<file path="src/rtl/axi_host_arbiter.sv">
// Shares one AXI device port between NumHosts hosts: round-robin AW/AR arbitration,
// W steering from a FIFO of granted AW hosts, and B/R routing by the host index prefixed onto the ID.

module axi_host_arbiter_chan #(
  parameter int NumHosts     = 2,
  parameter int IdWidth      = 1,
  parameter int PayloadWidth = 8,
  localparam int HostIdxWidth = $clog2(NumHosts),
  localparam int DevIdWidth   = IdWidth + HostIdxWidth
) (
  input  logic                             clk_i,
  input  logic                             rst_ni,
  input  logic [NumHosts-1:0]              req_valid,
  input  logic [NumHosts*PayloadWidth-1:0] req_payload,
  input  logic [NumHosts*IdWidth-1:0]      req_id,
  input  logic                             stall,
  output logic [NumHosts-1:0]              req_ready,
  output logic                             dev_valid,
  output logic [PayloadWidth-1:0]          dev_payload,
  output logic [DevIdWidth-1:0]            dev_id,
  input  logic                             dev_ready
);
  logic [HostIdxWidth-1:0] ptr_q, offset, winner, next_ptr;
  logic [HostIdxWidth:0]   win_sum, nxt_sum;
  logic [NumHosts-1:0]     rot;
  logic                    found, grant_fire, slot_full_q;
  logic [PayloadWidth-1:0] payload_q;
  logic [DevIdWidth-1:0]   id_q;

  // Rotate the valids so bit 0 is the pointer position; the lowest set bit is the winner.
  always_comb begin
    rot     = NumHosts'({req_valid, req_valid} >> ptr_q);
    found   = 1'b0;
    offset  = '0;
    for (int k = NumHosts - 1; k >= 0; k--) begin
      if (rot[k]) begin
        found  = 1'b1;
        offset = HostIdxWidth'(k);
      end
    end
    win_sum = {1'b0, ptr_q} + {1'b0, offset};
    if (win_sum >= (HostIdxWidth+1)'(NumHosts)) win_sum = win_sum - (HostIdxWidth+1)'(NumHosts);
    winner  = win_sum[HostIdxWidth-1:0];
    nxt_sum = {1'b0, winner} + 1'b1;
    if (nxt_sum == (HostIdxWidth+1)'(NumHosts)) nxt_sum = '0;
    next_ptr = nxt_sum[HostIdxWidth-1:0];
    req_ready = '0;
    if (rst_ni && !slot_full_q && !stall && found) req_ready[winner] = 1'b1;
  end

  assign grant_fire  = |(req_valid & req_ready);
  assign dev_valid   = slot_full_q;
  assign dev_payload = payload_q;
  assign dev_id      = id_q;

  // Grant needs an empty slot and drain needs a full one, so they never coincide.
  always_ff @(posedge clk_i or negedge rst_ni) begin
    if (!rst_ni) begin
      ptr_q       <= '0;
      slot_full_q <= 1'b0;
      payload_q   <= '0;
      id_q        <= '0;
    end else if (grant_fire) begin
      ptr_q       <= next_ptr;
      slot_full_q <= 1'b1;
      payload_q   <= req_payload[winner*PayloadWidth +: PayloadWidth];
      id_q        <= {winner, req_id[winner*IdWidth +: IdWidth]};
    end else if (slot_full_q && dev_ready) begin
      slot_full_q <= 1'b0;
    end
  end
endmodule

module axi_host_arbiter #(
  parameter int DataWidth  = 64,
  parameter int AddrWidth  = 56,
  parameter int IdWidth    = 1,
  parameter int NumHosts   = 2,
  parameter int WFifoDepth = 4,
  localparam int HostIdxWidth = $clog2(NumHosts),
  localparam int DevIdWidth   = IdWidth + HostIdxWidth,
  localparam int StrbWidth    = DataWidth / 8
) (
  input  logic                            clk_i,
  input  logic                            rst_ni,
  input  logic [NumHosts-1:0]             host_aw_valid,
  output logic [NumHosts-1:0]             host_aw_ready,
  input  logic [NumHosts*IdWidth-1:0]     host_aw_id,
  input  logic [NumHosts*AddrWidth-1:0]   host_aw_addr,
  input  logic [NumHosts*8-1:0]           host_aw_len,
  input  logic [NumHosts*3-1:0]           host_aw_size,
  input  logic [NumHosts*2-1:0]           host_aw_burst,
  input  logic [NumHosts-1:0]             host_ar_valid,
  output logic [NumHosts-1:0]             host_ar_ready,
  input  logic [NumHosts*IdWidth-1:0]     host_ar_id,
  input  logic [NumHosts*AddrWidth-1:0]   host_ar_addr,
  input  logic [NumHosts*8-1:0]           host_ar_len,
  input  logic [NumHosts*3-1:0]           host_ar_size,
  input  logic [NumHosts*2-1:0]           host_ar_burst,
  input  logic [NumHosts-1:0]             host_w_valid,
  output logic [NumHosts-1:0]             host_w_ready,
  input  logic [NumHosts*DataWidth-1:0]   host_w_data,
  input  logic [NumHosts*StrbWidth-1:0]   host_w_strb,
  input  logic [NumHosts-1:0]             host_w_last,
  output logic [NumHosts-1:0]             host_b_valid,
  input  logic [NumHosts-1:0]             host_b_ready,
  output logic [NumHosts*IdWidth-1:0]     host_b_id,
  output logic [NumHosts*2-1:0]           host_b_resp,
  output logic [NumHosts-1:0]             host_r_valid,
  input  logic [NumHosts-1:0]             host_r_ready,
  output logic [NumHosts*IdWidth-1:0]     host_r_id,
  output logic [NumHosts*DataWidth-1:0]   host_r_data,
  output logic [NumHosts*2-1:0]           host_r_resp,
  output logic [NumHosts-1:0]             host_r_last,
  output logic                            device_aw_valid,
  input  logic                            device_aw_ready,
  output logic [DevIdWidth-1:0]           device_aw_id,
  output logic [AddrWidth-1:0]            device_aw_addr,
  output logic [7:0]                      device_aw_len,
  output logic [2:0]                      device_aw_size,
  output logic [1:0]                      device_aw_burst,
  output logic                            device_ar_valid,
  input  logic                            device_ar_ready,
  output logic [DevIdWidth-1:0]           device_ar_id,
  output logic [AddrWidth-1:0]            device_ar_addr,
  output logic [7:0]                      device_ar_len,
  output logic [2:0]                      device_ar_size,
  output logic [1:0]                      device_ar_burst,
  output logic                            device_w_valid,
  input  logic                            device_w_ready,
  output logic [DataWidth-1:0]            device_w_data,
  output logic [StrbWidth-1:0]            device_w_strb,
  output logic                            device_w_last,
  input  logic                            device_b_valid,
  output logic                            device_b_ready,
  input  logic [DevIdWidth-1:0]           device_b_id,
  input  logic [1:0]                      device_b_resp,
  input  logic                            device_r_valid,
  output logic                            device_r_ready,
  input  logic [DevIdWidth-1:0]           device_r_id,
  input  logic [DataWidth-1:0]            device_r_data,
  input  logic [1:0]                      device_r_resp,
  input  logic                            device_r_last
);
  // Valid/ready: a transfer happens on any clock edge where valid && ready; valid never waits on ready.
  localparam int ReqW = AddrWidth + 8 + 3 + 2;
  localparam int PtrW = $clog2(WFifoDepth);

  logic [NumHosts*ReqW-1:0] aw_payload, ar_payload;
  logic                     wfifo_full, wfifo_empty, aw_push, w_pop, w_head_valid;
  logic [HostIdxWidth-1:0]  aw_idx, w_head, b_host, r_host;
  logic [PtrW:0]            wr_q, rd_q, wfifo_count;
  logic [HostIdxWidth-1:0]  wfifo_mem [WFifoDepth];
  logic                     b_ok, r_ok;

  always_comb begin
    for (int i = 0; i < NumHosts; i++) begin
      aw_payload[i*ReqW +: ReqW] = {host_aw_addr[i*AddrWidth +: AddrWidth], host_aw_len[i*8 +: 8],
                                    host_aw_size[i*3 +: 3], host_aw_burst[i*2 +: 2]};
      ar_payload[i*ReqW +: ReqW] = {host_ar_addr[i*AddrWidth +: AddrWidth], host_ar_len[i*8 +: 8],
                                    host_ar_size[i*3 +: 3], host_ar_burst[i*2 +: 2]};
    end
  end

  axi_host_arbiter_chan #(.NumHosts(NumHosts), .IdWidth(IdWidth), .PayloadWidth(ReqW)) u_aw (
    .clk_i, .rst_ni,
    .req_valid(host_aw_valid), .req_payload(aw_payload), .req_id(host_aw_id),
    .stall(wfifo_full), .req_ready(host_aw_ready),
    .dev_valid(device_aw_valid),
    .dev_payload({device_aw_addr, device_aw_len, device_aw_size, device_aw_burst}),
    .dev_id(device_aw_id), .dev_ready(device_aw_ready)
  );

  axi_host_arbiter_chan #(.NumHosts(NumHosts), .IdWidth(IdWidth), .PayloadWidth(ReqW)) u_ar (
    .clk_i, .rst_ni,
    .req_valid(host_ar_valid), .req_payload(ar_payload), .req_id(host_ar_id),
    .stall(1'b0), .req_ready(host_ar_ready),
    .dev_valid(device_ar_valid),
    .dev_payload({device_ar_addr, device_ar_len, device_ar_size, device_ar_burst}),
    .dev_id(device_ar_id), .dev_ready(device_ar_ready)
  );

  always_comb begin
    aw_idx = '0;
    for (int i = 0; i < NumHosts; i++) if (host_aw_ready[i]) aw_idx = HostIdxWidth'(i);
  end
  assign aw_push = |(host_aw_valid & host_aw_ready);

  // The head bypasses the FIFO when it is empty, so W can follow its AW in the same cycle.
  assign wfifo_count  = wr_q - rd_q;
  assign wfifo_empty  = (wr_q == rd_q);
  assign wfifo_full   = (wfifo_count == (PtrW+1)'(WFifoDepth));
  assign w_head_valid = !wfifo_empty || aw_push;
  assign w_head       = wfifo_empty ? aw_idx : wfifo_mem[rd_q[PtrW-1:0]];
  assign w_pop        = device_w_valid && device_w_ready && device_w_last;

  always_comb begin
    host_w_ready   = '0;
    device_w_valid = 1'b0;
    device_w_data  = host_w_data[w_head*DataWidth +: DataWidth];
    device_w_strb  = host_w_strb[w_head*StrbWidth +: StrbWidth];
    device_w_last  = host_w_last[w_head];
    if (w_head_valid) begin
      host_w_ready[w_head] = device_w_ready;
      device_w_valid       = host_w_valid[w_head];
    end
  end

  always_ff @(posedge clk_i or negedge rst_ni) begin
    if (!rst_ni) begin
      wr_q <= '0;
      rd_q <= '0;
    end else begin
      if (aw_push) wr_q <= wr_q + 1'b1;
      if (w_pop)   rd_q <= rd_q + 1'b1;
    end
  end

  always_ff @(posedge clk_i) begin
    if (aw_push) wfifo_mem[wr_q[PtrW-1:0]] <= aw_idx;
  end

  // Responses carrying an out-of-range host index are swallowed so the device never stalls.
  assign b_host = device_b_id[DevIdWidth-1:IdWidth];
  assign r_host = device_r_id[DevIdWidth-1:IdWidth];
  assign b_ok   = {1'b0, b_host} < (HostIdxWidth+1)'(NumHosts);
  assign r_ok   = {1'b0, r_host} < (HostIdxWidth+1)'(NumHosts);

  always_comb begin
    host_b_valid   = '0;
    host_r_valid   = '0;
    device_b_ready = 1'b1;
    device_r_ready = 1'b1;
    if (b_ok) begin
      host_b_valid[b_host] = device_b_valid && rst_ni;
      device_b_ready       = host_b_ready[b_host];
    end
    if (r_ok) begin
      host_r_valid[r_host] = device_r_valid && rst_ni;
      device_r_ready       = host_r_ready[r_host];
    end
  end

  assign host_b_id   = {NumHosts{device_b_id[IdWidth-1:0]}};
  assign host_b_resp = {NumHosts{device_b_resp}};
  assign host_r_id   = {NumHosts{device_r_id[IdWidth-1:0]}};
  assign host_r_data = {NumHosts{device_r_data}};
  assign host_r_resp = {NumHosts{device_r_resp}};
  assign host_r_last = {NumHosts{device_r_last}};

  a_b_host_range: assert property (@(posedge clk_i) disable iff (!rst_ni) device_b_valid |-> b_ok);
  a_r_host_range: assert property (@(posedge clk_i) disable iff (!rst_ni) device_r_valid |-> r_ok);
endmodule
</file>
<file path="config.mk">
export PLATFORM = sky130hd
export DESIGN_NAME = axi_host_arbiter
export DESIGN_NICKNAME = d
export VERILOG_FILES = /design/src/rtl/axi_host_arbiter.sv
export SDC_FILE = /design/constraint.sdc
export NUM_CORES = 1
export LEC_CHECK = 0
export BUFFER_PORTS_ARGS = -buffer_cell sky130_fd_sc_hd__buf_4
export CORE_AREA = 2 2 347 349
export CTS_CLUSTER_SIZE = 30
export DETAILED_ROUTE_END_ITERATION = 8
export DIE_AREA = 0 0 349 351
export GPL_TIMING_DRIVEN = 0
export SYNTH_ARGS = -nofsm -noshare
export SYNTH_HDL_FRONTEND = slang
export SYNTH_HIERARCHICAL = 1
export SYNTH_SLANG_ARGS = --single-unit
</file>
<file path="constraint.sdc">
create_clock -name clk_i -period 4 [get_ports clk_i]
set_input_delay 0.6 -clock clk_i [delete_from_list [all_inputs] [get_ports clk_i]]
set_output_delay 0.6 -clock clk_i [all_outputs]
set_load 0.005 [all_outputs]
</file>
==> metrics.cfg, run 1 <==
[outcome]
run_status=finished clean

[sta]
unrepaired_setup_endpoints_after_global_routing=yes
fin_crit_share=0.9670
hold_viol=0
clock_skew_ps=28.25
period_minus_slack_ps=3868
max_freq_ghz=0.2585
worst-slew-pin-transition_ps=1371
maxSlewViolCount=0
relSlewSlack=0.08570
setup_viol=0

[clock_tree]
cts_htree_levels=4
clock-sinks=156
maximum_number_of_buffers_from_clock_root_to_sink=2
tritoncts_clock_tree=built
insertion_delay_to_the_later_sink_of_the_worst_skew_pair_ps=540
cts-buffers-inserted=17
cts.clk_slew.worst_paths_ps=80
clock_tree.root_cell=sky130_fd_sc_hd__clkbuf_16

[setup_path]
startpoint_type=flip-flop
r2r-start=wr_q[0]
worst-r2r-cell-count=14
reg2reg_setup_slack_ps=890
rr_endpoint=rd_q[1]
critPathLaunch=wr_q[0]
critical_path_required_ps=3400
crit_arrival_ps=3270
end_kind=output pin
crit_end=device_w_data[59]
critPathMaxFanout=8
criticalPathCategory=flip-flop to output pin

[pwr]
total_leakage_power_nw=9.316
power_mw=11.44
ir_worst_vdd_mv=0.3786
cellPowerDensity_nw_per_um2=583.0

[grt]
pin_count_of_the_biggest_net_entering_global_routing=62
grt_remaining_overflow=0
grt_first_pass_wirelength_um=85160
groute.usage.overall=0.1012
number_of_global_route_vias_before_repair=11260
antenna_violations_before_repair=23

[route]
drt_pre_antenna_iters=5
wl_per_cell_um=19.51
drt-total-wl_um=66250
detail-route-antenna-nets=0
remaining_drc_errors=0
initial_drt_markers=862
via_total_after_detailed_routing=11390
avgViaCountPerCell=3.353

[job]
max_cap_viol_count=0

[synth]
post_synth_instance_area_um2=9742
share_of_synthesized_area_occupied_by_flip_flops_and_latches=0.4028
synth_top_area_cell=sky130_fd_sc_hd__dfrtp_1
postSynth.topFlopCell=sky130_fd_sc_hd__dfrtp_1
ys_top_cells_by_area=sky130_fd_sc_hd__dfrtp_1, sky130_fd_sc_hd__a221o_1, sky130_fd_sc_hd__buf_4
synthesis.instances=957
most_used_standard_cell_by_instance_count_after_synthesis=sky130_fd_sc_hd__dfrtp_1
synthArstFlopShare=0.9744
netlist.area_leader.share=0.3904
synth_edf_count=4
synth-warning-count=6
ys_types=41
synth.avg_cell_area_um2=10.18
synth.ff_latch_count=156
post_synth_most_frequent_cells=sky130_fd_sc_hd__dfrtp_1, sky130_fd_sc_hd__nand2_1, sky130_fd_sc_hd__buf_4

[final_layout]
final_nets=2345
post_route_cells_drive_above_1_share=0.6545
postLayoutCoreUtil=0.1649
area_delta_synth_final_pct=101.5

[placed_design]
routabilityCongestion=0.8506
detailedPlacementHpwl_um=54300
port_buffers=815

[floorplan]
die_height_um=351
die_w_um=349
initial_utilization=0.08185
ioPinCount=888
fp.dieArea_um2=122500
rows=127
core-area_um2=119000

[min_path]
class_of_the_tightest_hold_or_removal_check=input pin to async pin

[critical path: stages (launching register included)]
cell	delay [ps]
sky130_fd_sc_hd__dfrtp_1	400
sky130_fd_sc_hd__inv_2	100
sky130_fd_sc_hd__ha_4	120
sky130_fd_sc_hd__nor2b_4	140
sky130_fd_sc_hd__xnor2_2	130
sky130_fd_sc_hd__nor2_4	40
sky130_fd_sc_hd__or3b_4	400
sky130_fd_sc_hd__nor3b_4	310
sky130_fd_sc_hd__nand3_4	170
sky130_fd_sc_hd__nand2_8	200
sky130_fd_sc_hd__buf_6	150
sky130_fd_sc_hd__clkbuf_16	150
sky130_fd_sc_hd__mux2_4	300
sky130_fd_sc_hd__buf_6	120
[kinds of logic (layout without fill, tap and decap cells)]
family / count (synthesis) / after routing / synth area share
fa+ha+maj: 7 / 7 / 0.008990
simple gates: 318 / 319 / 0.1594
other cells: 1 / 15 / 0.0003849
compound gates: 157 / 157 / 0.1573
xor+xnor: 7 / 7 / 0.006293
flops: 156 / 156 / 0.4028
buf+inv: 234 / 1110 / 0.1743
mux: 77 / 77 / 0.09055
[layout by cell type, fill, tap and decap left out, types with 8 or more instances in the layout]
| cell | synthesis | layout |
|---|---|---|
| sky130_fd_sc_hd__clkbuf_16 | 0 | 18 |
| sky130_fd_sc_hd__buf_6 | 32 | 102 |
| sky130_fd_sc_hd__buf_4 | 146 | 909 |
| sky130_fd_sc_hd__dfrtp_1 | 152 | 151 |
| sky130_fd_sc_hd__buf_2 | 25 | 18 |
| sky130_fd_sc_hd__mux2_4 | 1 | 70 |
| sky130_fd_sc_hd__buf_1 | 10 | 10 |
| sky130_fd_sc_hd__nor3_2 | 18 | 18 |
| sky130_fd_sc_hd__a221o_1 | 140 | 140 |
| sky130_fd_sc_hd__diode_2 | 0 | 13 |
| sky130_fd_sc_hd__clkbuf_1 | 14 | 14 |
| sky130_fd_sc_hd__buf_12 | 0 | 8 |
| sky130_fd_sc_hd__nor3_1 | 122 | 122 |
| sky130_fd_sc_hd__nand2_1 | 149 | 147 |
[final cells by class]
cell class / instances / area, um2
Antenna cell: 13 / 32.53
Buffer: 221 / 1687
Clock buffer: 17 / 425.4
Clock inverter: 15 / 162.7
Fill cell: 13380 / 99390
Inverter: 7 / 26.28
Multi-Input combinational cell: 569 / 4554
Sequential cell: 156 / 3925
Tap cell: 1548 / 1937
Timing Repair Buffer: 850 / 6879
[metal layers]
metal,track usage,share of wire,vias to the layer above
met5,0.008634,0.0014,-
met4,0.04170,0.029,14
met3,0.05388,0.12,76
met2,0.1555,0.46,693
met1,0.1161,0.39,5465
li1,-,-,5138
[flip-flops by register name, summed over array words and instances, names as in the netlist]
name / cells
u_aw/dev_payload: 69
u_ar/ptr_q: 1
u_ar/dev_payload: 69
wr_q: 3
u_aw/dev_valid: 1
rd_q: 3
u_ar/dev_id: 2
u_aw/ptr_q: 1
wfifo_mem: 4
u_aw/dev_id: 2
u_ar/dev_valid: 1
[report_power, final]
group          switching [mW]  internal [mW]  total, mW
clock                   0.924          0.836       1.76
combinational            3.06           4.04       7.10
sequential              0.420           2.16       2.58
[metrics by stage]
step	cell area (um2)	instances	hold WS (ps)	TNS (ps)	setup WS (ps)
final	19630	3396	114.7	0	132.1
after global routing	19620	3393	99.75	-195.4	-29.22
after CTS	19530	3382	86.65	-3045	-151.6
after detailed placement	17850	3323	469.0	-114730	-1571
after global placement	17800	3321	461.9	-236110	-2360
after floorplan	9746	958	304.4	0	468.2
[timing repair]
action | in CTS | in global routing
pin swaps | 11 | 8
gates cloned | 6 | 1
endpoints found under the setup margin | 80 | 75
hold buffers | 1 | 0
endpoints found under the hold margin | 61 | 0
setup buffers | 22 | 5
resized for setup | 195 | 18
[worst min-delay path by stage]
stage / startpoint / to / slack [ps] / cells after the start
final: rst_ni / u_ar/dev_payload[51] / 110 / 2
after global routing: rst_ni / u_ar/dev_payload[51] / 100 / 2
after CTS: rst_ni / u_ar/dev_payload[51] / 90 / 2
after detailed placement: u_ar/dev_id[1] / u_ar/dev_id[1] / 470 / 1
after global placement: u_ar/dev_id[1] / u_ar/dev_id[1] / 460 / 1
after floorplan: rst_ni / rd_q[0] / 300 / 0
Power figures use the tool's default switching activity.
==> run 2, diff against run 1 <==
--- a/config.mk
+++ b/config.mk
@@ -5,12 +5,13 @@
 export SDC_FILE = /design/constraint.sdc
 export NUM_CORES = 1
 export LEC_CHECK = 0
-export BUFFER_PORTS_ARGS = -buffer_cell sky130_fd_sc_hd__buf_4
+export BUFFER_PORTS_ARGS = -buffer_cell sky130_fd_sc_hd__buf_2
 export CORE_AREA = 2 2 347 349
 export CTS_CLUSTER_SIZE = 30
 export DETAILED_ROUTE_END_ITERATION = 8
 export DIE_AREA = 0 0 349 351
 export GPL_TIMING_DRIVEN = 0
+export PLACE_DENSITY_LB_ADDON = 0.15
 export SYNTH_ARGS = -nofsm -noshare
 export SYNTH_HDL_FRONTEND = slang
 export SYNTH_HIERARCHICAL = 1
==> run 2 against run 1 <==
- cell count down 0.35%
- via count down 2.7%
- combinational power down 9.3%
- critical path depth down 1
- maximum frequency down 0.24%
- critical path type unchanged
- critical endpoint is now device_w_data[12]
- largest power group unchanged
- highest routed layer unchanged
==> metrics.cfg, run 2 (synthesis gave the netlist of run 1 again) <==
[outcome]
run_status=finished clean

[pwr]
ir_worst_vdd_mv=0.3303
power_mw=10.78
total_leakage_power_nw=8.690
cellPowerDensity_nw_per_um2=608.6

[route]
remaining_drc_errors=0
via_total_after_detailed_routing=11080
avgViaCountPerCell=3.275
wl_per_cell_um=18.49
detail-route-antenna-nets=0
initial_drt_markers=460
drt_pre_antenna_iters=5
drt-total-wl_um=62570

[sta]
worst-slew-pin-transition_ps=1153
max_freq_ghz=0.2579
maxSlewViolCount=0
hold_viol=0
clock_skew_ps=15.47
fin_tns_setup_ps=0
min_hold_slack_ps=52.64
relSlewSlack=0.2261
fin_crit_share=0.9693
period_minus_slack_ps=3877
setup_viol=0
unrepaired_setup_endpoints_after_global_routing=yes

[clock_tree]
cts_htree_levels=4
postCtsHoldBufs=0
tritoncts_clock_tree=built
clock-sinks=156
cts-buffers-inserted=17
clock_tree.root_cell=sky130_fd_sc_hd__clkbuf_16
insertion_delay_to_the_later_sink_of_the_worst_skew_pair_ps=500
cts.clk_slew.worst_paths_ps=80
maximum_number_of_buffers_from_clock_root_to_sink=2

[final_layout]
post_route_cells_drive_above_1_share=0.6545
area_delta_synth_final_pct=81.83
mostFrequentLayoutCell=sky130_fd_sc_hd__buf_2
final_nets=2339
postLayoutCoreUtil=0.1488
most-common-layout-cells=sky130_fd_sc_hd__buf_2, sky130_fd_sc_hd__buf_4, sky130_fd_sc_hd__dfrtp_1

[grt]
pin_count_of_the_biggest_net_entering_global_routing=95
grt_remaining_overflow=0
grt_first_pass_wirelength_um=83330
groute.usage.overall=0.09529
antenna_violations_before_repair=18
number_of_global_route_vias_before_repair=11520

[setup_path]
critical_path_required_ps=3400
criticalPathCategory=flip-flop to output pin
critPathMaxFanout=5
crit_arrival_ps=3280
r2r-start=wr_q[2]
rr_endpoint=rd_q[1]
startpoint_type=flip-flop
end_kind=output pin
reg2reg_setup_slack_ps=730
worst-r2r-cell-count=15

[placed_design]
routabilityCongestion=0.7597
detailedPlacementHpwl_um=50760
port_buffers=815

[floorplan]
die_height_um=351
rows=127
ioPinCount=888
initial_utilization=0.08185
die_w_um=349
fp.dieArea_um2=122500
core-area_um2=119000

[min_path]
class_of_the_tightest_hold_or_removal_check=input pin to async pin

[job]
max_cap_viol_count=0

==> run 2: cell types whose count changed in the layout (fill, tap and decap cells not counted), sizes merged <==
cell,change
diode,-6
clkbuf,+3
bufbuf,-1
buf,-5
clkinvlp,-1
clkinv,+4
bufinv,+2
inv,-8
==> run 2: layer usage <==
layer  global-route usage  routed length (um)  vias up
met5                    0                 108        -
met1               0.1251               27830     5374
met4              0.02657                 928       14
met2               0.1501               29270      533
li1                     -                   -     5110
met3              0.02898                4433       50
==> run 2: repair_timing <==
action | 4_1_cts | 5_1_grt
setup buffers | 20 | 1
pin swaps | 11 | 7
cloned | 6 | 1
gates resized for setup | 208 | 6
endpoints found under the setup margin | 79 | 75
==> run 2: final cells by class <==
class | instances | area (um2)
Fill cell | 13590 | 101300
Clock inverter | 12 | 138.9
Multi-Input combinational cell | 569 | 4574
Sequential cell | 156 | 3928
Clock buffer | 20 | 456.7
Antenna cell | 7 | 17.52
Tap cell | 1548 | 1937
Timing Repair Buffer | 841 | 4903
Buffer | 224 | 1732
Inverter | 7 | 26.28
==> run 2: how the worst max path moves through the flow <==
| stage | from | endpoint | slack, ps |
|---|---|---|---|
| after floorplan | wr_q[2] | device_w_data[0] | 470 |
| after global placement | rst_ni | device_w_data[40] | -3830 |
| after detailed placement | rst_ni | device_w_data[40] | -1010 |
| after CTS | rd_q[0] | device_w_data[12] | -140 |
| after global routing | wr_q[0] | device_w_data[12] | -70 |
| final | wr_q[2] | device_w_data[12] | 120 |
==> run 2: where the power goes <==
group	leakage [nW]	total [mW]	switching [mW]	internal (mW)
combinational	6.47	6.44	2.91	3.53
sequential	1.92	2.53	0.369	2.16
clock	0.296	1.81	0.850	0.960
total	8.69	10.8	4.13	6.65
==> run 2: critical path, stage by stage (launching register included) <==
cell and delay, ps:
sky130_fd_sc_hd__dfrtp_2 460, sky130_fd_sc_hd__xor2_4 210, sky130_fd_sc_hd__xnor2_2 210, sky130_fd_sc_hd__nor2_4 80, sky130_fd_sc_hd__or3b_4 410, sky130_fd_sc_hd__nor3b_4 220, sky130_fd_sc_hd__buf_12 150, sky130_fd_sc_hd__nand3_4 110
sky130_fd_sc_hd__buf_12 180, sky130_fd_sc_hd__nand2_8 110, sky130_fd_sc_hd__buf_8 150, sky130_fd_sc_hd__mux2_4 340, sky130_fd_sc_hd__buf_6 130
==> run 2: metrics by stage <==
step / setup slack [ps] / area, um2 / instances
after floorplan: 468.2 / 9746 / 958
after global placement: -3832 / 15760 / 3321
after detailed placement: -1008 / 15820 / 3323
after CTS: -141.0 / 17740 / 3380
after global routing: -66.54 / 17710 / 3381
final: 122.9 / 17710 / 3384
